`config.mk`:
```
export PLATFORM = sky130hd
export DESIGN_NAME = nios_system_switches_flat
export DESIGN_NICKNAME = d
export VERILOG_FILES = /design/src/rtl/nios_system_switches_pkg.sv /design/src/rtl/nios_system_switches_if.sv /design/src/rtl/nios_system_sync_cell.sv /design/src/rtl/nios_system_switches.sv /design/src/flat_wrapper.sv
export SDC_FILE = /design/constraint.sdc
export NUM_CORES = 1
export LEC_CHECK = 0
export ABC_CLOCK_PERIOD_IN_PS = 1800
export CAP_MARGIN = 5
export CELL_PAD_IN_SITES_DETAIL_PLACEMENT = 0
export CELL_PAD_IN_SITES_GLOBAL_PLACEMENT = 1
export CORE_UTILIZATION = 35
export CTS_CLUSTER_DIAMETER = 50
export CTS_CLUSTER_SIZE = 14
export DETAILED_ROUTE_END_ITERATION = 6
export GPL_TIMING_DRIVEN = 1
export PLACE_DENSITY_LB_ADDON = 0.1
export SETUP_SLACK_MARGIN = 0.5
export SYNTH_ARGS = -nofsm -noshare
export SYNTH_HDL_FRONTEND = slang
export SYNTH_HIERARCHICAL = 1
export SYNTH_SLANG_ARGS = --single-unit
export TNS_END_PERCENT = 50
```
`constraint.sdc`:
```
create_clock -name clk -period 1.8 [get_ports clk]
set_input_delay 0.36 -clock clk [delete_from_list [all_inputs] [get_ports clk]]
set_output_delay 0.36 -clock clk [all_outputs]
set_load 0.05 [all_outputs]
```
`src/rtl/nios_system_switches_pkg.sv`:
```
// Shared definitions for the switch/key input port.
// Holds the Avalon register word addresses, the EDGE_TYPE encodings and the
// per-bit edge-detect rule so every file agrees on them.
package nios_system_switches_pkg;

  typedef enum logic [1:0] {
    REG_DATA     = 2'd0,
    REG_RESERVED = 2'd1,
    REG_IRQ_MASK = 2'd2,
    REG_EDGE_CAP = 2'd3
  } reg_addr_e;

  localparam int EDGE_RISING  = 0;
  localparam int EDGE_FALLING = 1;
  localparam int EDGE_ANY     = 2;

  // One-cycle edge term for every bit, given the current and previous
  // synchronized values. Any unknown encoding falls back to "any edge".
  function automatic logic [31:0] edge_detect(input int edge_type,
                                              input logic [31:0] cur,
                                              input logic [31:0] prev);
    case (edge_type)
      EDGE_RISING:  return cur & ~prev;
      EDGE_FALLING: return ~cur & prev;
      default:      return cur ^ prev;
    endcase
  endfunction

endpackage

```
`src/rtl/nios_system_switches_if.sv`:
```
// Avalon-MM slave bus bundle for the switch/key input port.
// Ports: address (word address), chipselect, write_n (active low),
// writedata, readdata (combinational read data from the slave).
interface nios_system_switches_if;
  logic [1:0]  address;
  logic        chipselect;
  logic        write_n;
  logic [31:0] writedata;
  logic [31:0] readdata;

  modport master (output address, chipselect, write_n, writedata,
                  input  readdata);
  modport slave  (input  address, chipselect, write_n, writedata,
                  output readdata);
endinterface

```
`src/rtl/nios_system_sync_cell.sv`:
```
// Single-bit multi-flop synchronizer for one asynchronous input.
// Ports: clk, reset (async active-high, clears every stage), d (async input),
// q (output of the last stage, STAGES clocks behind d).
module nios_system_sync_cell #(
  parameter int STAGES = 2
) (
  input  logic clk,
  input  logic reset,
  input  logic d,
  output logic q
);

  logic [STAGES-1:0] chain;

  always_ff @(posedge clk or posedge reset) begin
    if (reset) begin
      chain <= '0;
    end else begin
      chain <= {chain[STAGES-2:0], d};
    end
  end

  assign q = chain[STAGES-1];

endmodule

```
`src/rtl/nios_system_switches.sv`:
```
// Parallel input port for switches/keys with edge capture and interrupt.
// Ports: clk, reset (async active-high), bus (Avalon-MM slave: address,
// chipselect, write_n, writedata, readdata), in_port (asynchronous inputs),
// irq (level interrupt = OR of unmasked captured edges).
// Registers: 0 data (RO), 1 reserved, 2 irq_mask (RW), 3 edge_capture (W1C).
module nios_system_switches
  import nios_system_switches_pkg::*;
#(
  parameter int WIDTH       = 18,
  parameter int EDGE_TYPE   = 2,
  parameter int SYNC_STAGES = 2
) (
  input  logic                   clk,
  input  logic                   reset,
  nios_system_switches_if.slave  bus,
  input  logic [WIDTH-1:0]       in_port,
  output logic                   irq
);

  logic [WIDTH-1:0] sync_q;
  logic [WIDTH-1:0] prev_q;
  logic [WIDTH-1:0] irq_mask;
  logic [WIDTH-1:0] edge_capture;
  logic [WIDTH-1:0] edge_term;
  logic [WIDTH-1:0] wr_bits;
  logic [WIDTH-1:0] clear_bits;
  logic             wr_en;

  for (genvar i = 0; i < WIDTH; i++) begin : g_sync
    nios_system_sync_cell #(.STAGES(SYNC_STAGES)) u_sync (
      .clk   (clk),
      .reset (reset),
      .d     (in_port[i]),
      .q     (sync_q[i])
    );
  end

  // Upper writedata bits have no register behind them.
  if (WIDTH < 32) begin : g_wdata_hi
    logic unused_wdata_hi;
    assign unused_wdata_hi = ^bus.writedata[31:WIDTH];
  end

  assign wr_en   = bus.chipselect & ~bus.write_n;
  assign wr_bits = bus.writedata[WIDTH-1:0];

  // prev_q resets to zero alongside the synchronizer, so nothing is detected
  // right after reset; an input already high appears as a normal edge later.
  always_ff @(posedge clk or posedge reset) begin
    if (reset) begin
      prev_q <= '0;
    end else begin
      prev_q <= sync_q;
    end
  end

  assign edge_term = WIDTH'(edge_detect(EDGE_TYPE, 32'(sync_q), 32'(prev_q)));

  always_comb begin
    clear_bits = '0;
    if (wr_en && (bus.address == REG_EDGE_CAP)) begin
      clear_bits = wr_bits;
    end
  end

  always_ff @(posedge clk or posedge reset) begin
    if (reset) begin
      irq_mask <= '0;
    end else if (wr_en && (bus.address == REG_IRQ_MASK)) begin
      irq_mask <= wr_bits;
    end
  end

  // The new edge is ORed in after the clear so a same-cycle edge survives.
  always_ff @(posedge clk or posedge reset) begin
    if (reset) begin
      edge_capture <= '0;
    end else begin
      edge_capture <= (edge_capture & ~clear_bits) | edge_term;
    end
  end

  // Built only from registers, so bus activity never reaches irq directly.
  assign irq = |(edge_capture & irq_mask);

  always_comb begin
    bus.readdata = '0;
    case (bus.address)
      REG_DATA:     bus.readdata = 32'(sync_q);
      REG_RESERVED: bus.readdata = '0;
      REG_IRQ_MASK: bus.readdata = 32'(irq_mask);
      REG_EDGE_CAP: bus.readdata = 32'(edge_capture);
      default:      bus.readdata = '0;
    endcase
  end

endmodule

```
`src/flat_wrapper.sv`:
```
// flat-port wrapper written by rule: the top's interface ports become plain ports
module nios_system_switches_flat import nios_system_switches_pkg::*;
#(
  parameter int WIDTH       = 18,
  parameter int EDGE_TYPE   = 2,
  parameter int SYNC_STAGES = 2
)
  (clk, reset, in_port, irq, bus_address, bus_chipselect, bus_write_n, bus_writedata, bus_readdata);
  nios_system_switches_if bus_i ();
  input  logic clk;
  input  logic reset;
  input  logic [WIDTH-1:0] in_port;
  output logic irq;
  input wire logic [$bits(bus_i.address)-1:0] bus_address;
  input wire logic [$bits(bus_i.chipselect)-1:0] bus_chipselect;
  input wire logic [$bits(bus_i.write_n)-1:0] bus_write_n;
  input wire logic [$bits(bus_i.writedata)-1:0] bus_writedata;
  output wire logic [$bits(bus_i.readdata)-1:0] bus_readdata;
  assign bus_i.address = bus_address;
  assign bus_i.chipselect = bus_chipselect;
  assign bus_i.write_n = bus_write_n;
  assign bus_i.writedata = bus_writedata;
  assign bus_readdata = bus_i.readdata;
  nios_system_switches #(.WIDTH(WIDTH), .EDGE_TYPE(EDGE_TYPE), .SYNC_STAGES(SYNC_STAGES)) u_core (.clk(clk), .reset(reset), .bus(bus_i), .in_port(in_port), .irq(irq));
endmodule
```
; ---- Word-level counts from Yosys, hierarchy flattened
; Cells that the tools add are included.
[word_totals]
word_cells = 37
output_inout_bits = 33
in_bits = 56
regBits = 90
[classes]
eq_ne = 3
n_reduce_logical = 4
mux = 2
n_bitwise = 7
[op_table]
columns = operator, n
row1 = $pmux 32 s4, 1
row2 = $and 18x18->18, 2
row3 = $mux 18, 1
row4 = $not 18->18, 1
row5 = $or 18x18->18, 1
row6 = $reduce_or 18->1, 1
row7 = $xor 18x18->18, 1
row8 = $eq 2x2->1 const B, 2
row9 = $eq 2x1->1 const B, 1
row10 = $logic_and 1x1->1, 2
row11 = $logic_not 2->1, 1
row12 = $and 1x1->1, 1
row13 = $not 1->1, 1

; ---- Longest topological paths before layout
[logic_depth]
ltp_word = 7
depth_mapped = 6
ltp_nobuf = 4

; ---- By module
; Netlist, hierarchy kept.
[by_module_without_submodules]
columns = mod, cells_per_inst, seq_area_each_um2, n_inst, area_each_um2
row1 = nios_system_switches, 219, 1351.3, 1, 2625.0
row2 = nios_system_sync_cell, 3, 50.0, 18, 53.8

; ---- Least setup slack after synthesis
; OpenSTA, ideal clock, no wires.
[synth_path]
path_type = in2out
start = input bus_address[1]
end = output bus_readdata[0]
slack_ns = 0.033
path_stages = 4
n_path_buf = 2
t_arrival_ns = 1.407
t_required_ns = 1.440
cell_sequence = buf_2 nor2_2 buf_4 a22o_1
[synth_via]
elab_chain_len = 2
elab_cells_between_ends = 5
cone_classes = eq/ne (3) / mux (1) / reduce/logical (1)
[synth_lines]
columns = item, line_no
row1 = from (decl), flat_wrapper.sv:14  ; input wire logic [$bits(bus_i.address)-1:0] bus_address;
row2 = "$eq 2x2->1, or another cell as far along", nios_system_switches.sv:88  ; case (bus.address)
row3 = $pmux 32 s4 *, nios_system_switches.sv:88
row4 = to (decl), flat_wrapper.sv:18  ; output wire logic [$bits(bus_i.readdata)-1:0] bus_readdata;
; Mark *: on every way between the ends. The rest lies on a longest branch, timed or not. The select of a mux whose other input is x is not followed.

; ---- Worst setup path after layout
[layout_path]
start = register u_core.irq_mask[15]
end = output irq
[layout_via]
elab_chain_len = 2
[layout_lines]
columns = item, line_no
row1 = from (decl), nios_system_switches.sv:22  ; logic [WIDTH-1:0] irq_mask;
row2 = from (signal assigned), nios_system_switches.sv:70  ; irq_mask <= wr_bits;
row3 = $and 18x18->18, nios_system_switches.sv:84  ; assign irq = |(edge_capture & irq_mask);
row4 = $reduce_or 18->1, nios_system_switches.sv:84
row5 = to (decl), flat_wrapper.sv:13  ; output logic irq;
; No other way between the ends.

==> flow_summary.yaml <==
clock_network:
  cts_tree: "yes"
  cts-root-buf: "clkbuf_8"
  cts_buffers: 9
  max-clock-path-buffers: 2
  cts.sinks: 90
  h-tree-depth: 3
  cts_hold_buf: 0
  path_clk_slew_ns: 0.09
  clk_latency_ns: 0.35
yosys:
  syn_area_per_cell_um2: 13.2
  ys_seq_elements: 90
  synth_seq_area_share_pct: 62.7
  syn_area_um2: 3590
  yosysWarnings: 6
  syn_inst: 273
  synth_cell_types: 20
pwr:
  combPwrFrac_pct: 25.3
  power.density_nw_per_um2: 912
  p_switching_mw: 1.31
  switching_share_pct: 28.0
  p_int_mw: 3.37
  ir_worst_vdd_mv: 0.493
  power_frac_clock_pct: 25.6
  seqPwrFrac_pct: 49.2
  leakage_nw: 2.36
floorplanning:
  dieWidth_um: 103
  std_cell_rows: 36
  start_util_pct: 36.4
  die_h_um: 103
  die_area_um2: 10700
  io-pin-count: 89
  coreArea_um2: 9860
timing:
  layout_setup_ws_ns: -0.251
  finalClockSkew_ns: 0.00838
  slew_violations: 0
  fin_crit_sh_pct: 114
  fin_crit_ns: 2.05
  grt_setup_unrepaired: "yes"
  setup_violations: 4
  clock.fmax_mhz: 488
  hold_viol_final: 0
  whs_ns: 0.345
grt:
  grt_pass1_vias: 2403
  grt_antenna_before_repair: 0
  track_usage_pct: 17.0
  grt_start_max_net_pins: 55
  overflow: 0
  grt_first_pass_wirelength_mm: 12.8
placed_design:
  place_inst: 466
  place.gp.congestion: 0.692
  dpl-instance-area_um2: 4640
  numPortBuffers: 60
  pre_cts_ws_ns: -0.518
  place_hpwl_mm: 4.89
detailed_routing:
  drtAntennaViolNets: 0
  dr.pass1.iters: 4
  initialDrtViolationCount: 61
  via_per_inst: 4.49
  wl_per_cell_um: 15.8
  drc: 0
  num_vias: 2243
  wirelength_mm: 7.90
finish:
  antenna_cells: 0
  n_fill_cell: 867
  multiInputGateArea_um2: 1340
  fin_cells: 499
  final_cell_area_um2: 5140
  seq_area_um2: 2250
  layout.nets: 417
  area_delta_synth_final_pct: 43.0
  utilization_pct: 52.1
  drive_gt1_share_pct: 32.0
setup_path:
  criticalPathCategory: "register to primary output"
  crit_required_ns: 1.44
  startpoint_type: "register"
  cp-end-kind: "primary output"
  critical_path.max_fanout: 2
  arrival_ns: 1.69
flow_run:
  drv_cap: 0
status:
  status: "complete, but fails checks"
  violations: "negative setup slack"
min_path:
  worst_hold_path_type: "register to register"
-- final timing paths --
kind | start | to | slack [ns] | cells after the start
worst min-delay path | u_core/g_sync[3].u_sync/chain[0] | u_core/g_sync[3].u_sync/chain[1] | 0.35 | 0
min in group asynchronous | reset | u_core/prev_q[3] | 0.44 | 3
worst min register to register | u_core/g_sync[3].u_sync/chain[0] | u_core/g_sync[3].u_sync/chain[1] | 0.35 | 0
max in group asynchronous | reset | u_core/edge_capture[5] | 1.09 | 3
worst max register to register | u_core/irq_mask[15] | u_core/irq_mask[15] | 0.81 | 3
worst max-delay path | u_core/irq_mask[15] | irq | -0.25 | 5
-- cell families (layout without fill, tap and decap cells) --
kind of cell    Yosys count  count (layout)  share of synthesized area [%]
simple gates             59              59                           6.82
buf+inv                  42             122                           7.21
other cells               1              14                          0.104
flops                    90              90                           62.7
compound gates           27              27                           6.48
mux                      36              36                           12.3
xor+xnor                 18              18                           4.39
-- through the flow --
step / setup TNS, ns / total power [mW]
2_1_floorplan: 0 / 2.99
3_3_place_gp: -15.20 / 3.38
6_report: -0.603 / 4.69
4_1_cts: -0.653 / 4.74
3_5_place_dp: -15.76 / 3.40
5_1_grt: -1.38 / 4.93
-- critical path, cell delays in order, from the launching register on --
cell and delay (ns):
dfrtp_1 0.40, a22o_1 0.26, a221oi_2 0.21, and3_1 0.19, nand4_1 0.10, buf_6 0.18
-- timing repair --
action / in CTS / in global routing
setup buffers: 13 / 1
pin swaps: 10 / 2
gates resized for setup: 36 / 9
endpoints found under the setup margin: 55 / 24
cloned: 3 / 0
-- layout make-up --
type                    instances  share of cell area (%)
well taps                     133                    3.24
clock buffers                  13                    2.90
repair buffers                 87                    22.3
multi-input cells             154                    26.0
flip-flops and latches         90                    43.8
clock inverters                 3                   0.292
inverters                      19                    1.46
-- per-layer routing --
layer,global-route usage [%],share of wire [%],vias up
met4,4.88,1.1,0
li1,-,-,1055
met3,5.11,4.6,6
met5,0,0,-
met2,26.3,47,54
met1,23.2,47,1128
-- synthesized netlist by cell type --
master     n  area, um2
mux2_4    10        150
nand4_1    1       6.26
conb_1     1       3.75
a22oi_1    3       22.5
mux2_2    26        293
dfrtp_1   90       2250
nand2_1   54        203
and4bb_1   1       12.5
buf_4     16        120
inv_1     19       71.3
and3_1     1       6.26
buf_2      2       10.0
a22o_1    21        184
nor2_2     1       6.26
and4b_2    1       11.3
buf_6      3       33.8
xnor2_1   18        158
a221oi_1   3       26.3
buf_1      1       3.75
buf_12     1       20.0
-- power groups by stage --
stage	Combinational (mW)	Sequential, mW	Clock (mW)
floorplan	0.689	2.30	0
global placement	1.05	2.33	0
detailed placement	1.06	2.34	0
CTS	1.17	2.30	1.27
global route	1.26	2.33	1.35
finish	1.18	2.30	1.20
-- placed cells by master (no fill, tap or decap), drive strengths merged, types with 13 or more instances in the layout --
| cell | netlist | layout |
|---|---|---|
| nand2 | 54 | 54 |
| buf | 23 | 48 |
| clkdlybuf4s50 | 0 | 37 |
| xnor2 | 18 | 18 |
| clkbuf | 0 | 13 |
| mux2 | 36 | 36 |
| conb | 1 | 14 |
| a22o | 21 | 21 |
| inv | 19 | 18 |
| dfrtp | 90 | 90 |
-- registers in the layout, indices dropped and copies added, names as in the netlist --
name and count:
u_core/edge_capture 18, u_core/irq_mask 18, u_core/g_sync.u_sync/chain 36, u_core/prev_q 18
No activity file was read; power rests on OpenSTA's default activity.
